**config.mk**
```make
export PLATFORM = sky130hd
export DESIGN_NAME = cmsdk_ahb_fill_master
export DESIGN_NICKNAME = d
export VERILOG_FILES = /design/src/rtl/cmsdk_ahb_fill_master.sv
export SDC_FILE = /design/constraint.sdc
export NUM_CORES = 1
export LEC_CHECK = 0
export BUFFER_PORTS_ARGS = -buffer_cell sky130_fd_sc_hd__buf_2
export CAP_MARGIN = 15
export CORE_ASPECT_RATIO = 1.75
export CORE_UTILIZATION = 30
export CTS_BUF_LIST = sky130_fd_sc_hd__clkbuf_16
export CTS_CLUSTER_SIZE = 30
export DETAILED_ROUTE_END_ITERATION = 10
export PLACE_DENSITY_LB_ADDON = 0.2
export SLEW_MARGIN = 25
export SYNTH_ARGS = -nofsm -noshare
export SYNTH_HDL_FRONTEND = slang
export SYNTH_SLANG_ARGS = --single-unit
export TNS_END_PERCENT = 30
```
**constraint.sdc**
```tcl
create_clock -name HCLK -period 4.02 [get_ports HCLK]
set_clock_uncertainty 0.05 [all_clocks]
set_input_delay 0.402 -clock HCLK [delete_from_list [all_inputs] [get_ports HCLK]]
set_output_delay 0.402 -clock HCLK [all_outputs]
set_load 0.05 [all_outputs]
```
**src/rtl/cmsdk_ahb_fill_master.sv**
```systemverilog
// AHB-Lite master that fills a word-aligned region with a constant or incrementing pattern.
// Define AHB_FILL_VERIFY_EN to add a read-back pass that compares every word after the writes.
module cmsdk_ahb_fill_master #(
  parameter int AW = 16,
  parameter int CW = 16
) (
  input  logic          HCLK,
  input  logic          HRESET,
  input  logic          start,
  input  logic [AW-1:0] base_addr,
  input  logic [CW-1:0] word_count,
  input  logic [31:0]   pattern,
  input  logic          incr_mode,
  output logic          busy,
  output logic          done,
  output logic          err,
  output logic [1:0]    fsm_state,
  output logic [AW-1:0] HADDR,
  output logic [1:0]    HTRANS,
  output logic [2:0]    HSIZE,
  output logic          HWRITE,
  output logic [31:0]   HWDATA,
  input  logic          HREADY,
  input  logic [31:0]   HRDATA,
  input  logic          HRESP
);

  localparam logic [1:0] HT_IDLE   = 2'b00;
  localparam logic [1:0] HT_NONSEQ = 2'b10;
  localparam logic [1:0] HT_SEQ    = 2'b11;

  typedef enum logic [1:0] {
    ST_IDLE   = 2'd0,
    ST_WRITE  = 2'd1,
`ifdef AHB_FILL_VERIFY_EN
    ST_VERIFY = 2'd2,
`endif
    ST_DONE   = 2'd3
  } state_t;

  state_t        state;
  logic [CW-1:0] a_rem;      // address phases not yet accepted, including the one on the bus
  logic [31:0]   cur_data;   // word belonging to the address phase currently on the bus
  logic          dp_valid;   // a data phase is in progress
  logic          incr_lat;
  logic [AW-1:0] next_addr;

`ifdef AHB_FILL_VERIFY_EN
  logic [AW-1:0] base_lat;
  logic [CW-1:0] count_lat;
  logic [31:0]   pattern_lat;
  logic [31:0]   exp_data;
  logic          unused_inputs;
  assign unused_inputs = ^base_addr[1:0];
`else
  logic          unused_inputs;
  assign unused_inputs = ^{base_addr[1:0], HRDATA};
`endif

  assign HSIZE     = 3'b010;
  assign fsm_state = state;
  assign next_addr = HADDR + AW'(4);

  // Handshake: an address phase is accepted on a rising edge with HTRANS[1]=1 and HREADY=1;
  // the matching data phase completes on the next rising edge with HREADY=1.
  always_ff @(posedge HCLK) begin
    if (HRESET) begin
      state    <= ST_IDLE;
      busy     <= 1'b0;
      done     <= 1'b0;
      err      <= 1'b0;
      HADDR    <= '0;
      HTRANS   <= HT_IDLE;
      HWRITE   <= 1'b0;
      HWDATA   <= '0;
      a_rem    <= '0;
      cur_data <= '0;
      dp_valid <= 1'b0;
      incr_lat <= 1'b0;
`ifdef AHB_FILL_VERIFY_EN
      base_lat    <= '0;
      count_lat   <= '0;
      pattern_lat <= '0;
      exp_data    <= '0;
`endif
    end else begin
      case (state)
        ST_IDLE: begin
          if (start) begin
            err      <= 1'b0;
            incr_lat <= incr_mode;
            dp_valid <= 1'b0;
`ifdef AHB_FILL_VERIFY_EN
            base_lat    <= {base_addr[AW-1:2], 2'b00};
            count_lat   <= word_count;
            pattern_lat <= pattern;
`endif
            if (word_count == '0) begin
              state <= ST_DONE;
              done  <= 1'b1;
            end else begin
              state    <= ST_WRITE;
              busy     <= 1'b1;
              HADDR    <= {base_addr[AW-1:2], 2'b00};
              HTRANS   <= HT_NONSEQ;
              HWRITE   <= 1'b1;
              a_rem    <= word_count;
              cur_data <= pattern;
            end
          end
        end

        ST_DONE: begin
          done  <= 1'b0;
          state <= ST_IDLE;
        end

        default: begin
          if (dp_valid && HRESP) begin
            // Two-cycle ERROR: drop the pending address phase now, finish on the second cycle.
            HTRANS <= HT_IDLE;
            a_rem  <= '0;
            err    <= 1'b1;
            if (HREADY) begin
              dp_valid <= 1'b0;
              HWRITE   <= 1'b0;
              busy     <= 1'b0;
              done     <= 1'b1;
              state    <= ST_DONE;
            end
          end else if (HREADY) begin
`ifdef AHB_FILL_VERIFY_EN
            if (dp_valid && !HWRITE && (HRDATA != exp_data)) err <= 1'b1;
`endif
            if (HTRANS[1]) begin
              dp_valid <= 1'b1;
              if (HWRITE) HWDATA <= cur_data;
`ifdef AHB_FILL_VERIFY_EN
              exp_data <= cur_data;
`endif
              cur_data <= incr_lat ? cur_data + 32'd1 : cur_data;
              a_rem    <= a_rem - CW'(1);
              if (a_rem > CW'(1)) begin
                HADDR  <= next_addr;
                HTRANS <= (next_addr[9:2] == 8'd0) ? HT_NONSEQ : HT_SEQ;
              end else begin
                HTRANS <= HT_IDLE;
              end
            end else begin
              dp_valid <= 1'b0;
              if (dp_valid) begin
`ifdef AHB_FILL_VERIFY_EN
                if (state == ST_WRITE) begin
                  state    <= ST_VERIFY;
                  HADDR    <= base_lat;
                  HTRANS   <= HT_NONSEQ;
                  HWRITE   <= 1'b0;
                  a_rem    <= count_lat;
                  cur_data <= pattern_lat;
                end else begin
                  state  <= ST_DONE;
                  HWRITE <= 1'b0;
                  busy   <= 1'b0;
                  done   <= 1'b1;
                end
`else
                state  <= ST_DONE;
                HWRITE <= 1'b0;
                busy   <= 1'b0;
                done   <= 1'b1;
`endif
              end
            end
          end
        end
      endcase
    end
  end

endmodule

```
==> results.md <==
* Tightest Pin Transition at 0.9346 ns
* Reg2Reg Depth at 7
* Die Height at 190.1 microns
* Final hold vios at 0
* NumNets Final at 983
* Post_cts resized at 0
* Outcome: finished clean
* Routed wire per std cell at around 18 microns
* Placed cell count at 1,108
* TritonCTS clock tree: yes
* CP max FO at 58
* Tmin final at 2.862 ns
* DRC violation total after the first TritonRoute iteration at 233
* Clock buffer depth at 2
* CP cell instances: inv_1 > ha_4 > a21oi_2 > a211oi_1 > a21boi_2 > nand4_1 > a21oi_1
* Setup Viol. Count Final at 0
* Power per Cell Area at 781.0 nW/um^2
* Slowest-stage cell, CP: a21boi_2
* Mapped Cells at 799
* Largest net degree at the start of global routing at 64
* Core area at around 20,000 sq um
* Cell with the most instances after synthesis: nand2_1
* CP max stage delay at 0.70 ns
* Fillers at 2,192
* Post-Syn Area at 6067 sq um
* Setup crit start kind: flop
* Post-synth EDFFs at 0
* Clock sink count at roughly 100
* Synth top cells by count: nand2_1, dfxtp_1, a21oi_1
* Max-cap viol count at 0
* Root Buffer Master: clkbuf_16
* Top cells by area, synth: dfxtp_1, nand2_1, a21oi_1
* Relative slew margins at 0.3756
* Initial antenna violation count at 0
* Setup WS post-layout at 1.158 ns
* Worst Hold Class: in2reg
* Core Rows at between 60 and 70
* YS warnings at 0
* Synth Flop Type: dfxtp_1
* Detailed Place HPWL at 14.31 mm
* Syn avg cell area at about 7.6 sq um
* Die Wd at 109.5 microns
* Overall global routing resource usage at 0.1996
* Fin cells at 1,124
* I/O Buffers at about 120
* Yosys reg bits at 103
* Cell taking the most area after synthesis: dfxtp_1
* Die Footprint at 20,820 sq um
* Async S/R FF share, synth at 0
* Via count at about 6.3k
* Fmax at 349.4 MHz
* Synth top area share at 0.3399
* Antenna Cells at 0
* RSZ-0062 raised after global routing: no
* Setup bufs post-CTS at 0
* First-pass GRT wire length at roughly 32 mm
* Post-placement setup slack at between 1 and 1.5 ns
* Worst path arrival time at ~3.1 ns
* Crit. End Element: flop
* Period utilization at 0.7120
* Design Power at 5.525 mW
* Sequential element share of the synthesized area at 0.3399
* Vias per cell at 5.585
* WL final at ~20 mm
* Drt pass-1 iters at 5
* GP Congestion at 0.8392
* Post-route ant nets at 0
* Total CTS buffers at 9
* Vias in the first global route at 5,876
* Starting Density at 0.3074
* GRT overflow at 0
* Hold Buf Count CTS at 0
* Worst EP required at 4.26 ns
* Hold path cells at 3
* Slew Limit Fails at 0
* Share of cells above drive strength 1 at 0.2127
* Total negative slack at 0 ns
* Critical path class: reg2reg
* Netlist cell types at 86
* H-tree depth at 3
* I/O pins at 161
* Clock Pin Slew Worst Setup and Hold Paths at 0.08 ns
* Peak supply drop at 0.3227 mV
* Later-pin clock latency in the skew report at 0.36 ns
* Leakage Power at 2.673 nW
* Area grow syn2layout at 16.60%
* DR DRC count at 0
## worst paths after layout
check,start,endpoint,slack (ns)
max,fsm_state[0],HTRANS[0],1.16
min,base_addr[13],HADDR[13],0.24
max reg2reg,fsm_state[0],HTRANS[0],1.16
min reg2reg,HWDATA[1],HWDATA[1],0.40
## sequential cells by signal, summed over array words and instances (netlist names)
signal / cells
HWRITE: 1
err: 1
cur_data: 32
incr_lat: 1
HADDR: 14
HTRANS: 2
HWDATA: 32
done: 1
dp_valid: 1
fsm_state: 2
a_rem: 16
## routing by layer
metal | track usage | up-vias | wire [microns]
li1 | - | 3104 | -
met1 | 0.2319 | 2966 | 8095
met2 | 0.3619 | 179 | 10680
met3 | 0.02295 | 28 | 859
met4 | 0.08154 | 0 | 586
met5 | 0 | - | 0
## power by group
| part | switching, mW | internal [mW] | total (mW) |
|---|---|---|---|
| registers | 0.400 | 1.29 | 1.69 |
| clock network | 0.426 | 0.612 | 1.04 |
| logic | 1.87 | 0.920 | 2.79 |
## cell families after synthesis
| logic type | Yosys count | synth area share |
|---|---|---|
| buf+inv | 83 | 0.06558 |
| compound gates | 251 | 0.2675 |
| flops | 103 | 0.3399 |
| mux | 7 | 0.01361 |
| other cells | 2 | 0.001238 |
| fa+ha+maj | 7 | 0.01444 |
| xor+xnor | 1 | 0.001444 |
| simple gates | 345 | 0.2964 |
## worst max-delay path: cells and delay by family, from the launching register on
| family | cells | cell delay, ns |
|---|---|---|
| AOI/OAI and AO/OA | 4 | 1.47 |
| adders and majority gates | 1 | 0.61 |
| and+or+nand+nor | 1 | 0.20 |
| buffers and inverters | 1 | 0.11 |
| DFF | 1 | 0.35 |
## cell usage in the layout (no fill, tap or decap), types with 12 or more instances in the layout
| master | count |
|---|---|
| a21oi_1 | 89 |
| o21ai_0 | 38 |
| a211oi_1 | 12 |
| nor3_1 | 14 |
| nor2_1 | 46 |
| nand2_1 | 140 |
| a31oi_1 | 23 |
| nand3_1 | 39 |
| and3_1 | 13 |
| inv_1 | 13 |
| nor4_1 | 15 |
| nand4_1 | 17 |
| buf_2 | 120 |
| dfxtp_1 | 103 |
## layout make-up
| type | instances | area (sq um) | share of cell area |
|---|---|---|---|
| Clock buffer | 9 | 225.2 | 0.03184 |
| Clock inverter | 7 | 118.9 | 0.01680 |
| Inverter | 14 | 52.55 | 0.007428 |
| Multi-Input combinational cell | 616 | 3633 | 0.5136 |
| Sequential cell | 103 | 2062 | 0.2915 |
| Tap cell | 245 | 306.5 | 0.04333 |
| Timing Repair Buffer | 130 | 675.6 | 0.09551 |
## metrics by stage
step	area [sq um]	utilization	hold slack [ns]
finish	7074	0.3584	0.2371
floorplan	6078	-	0.3860
CTS	7074	0.3584	0.2287
global route	7074	0.3584	0.2526
detailed placement	6730	0.3410	0.3946
global placement	6730	0.3410	0.3917
Note: power is estimated with default switching activity, not from simulation.
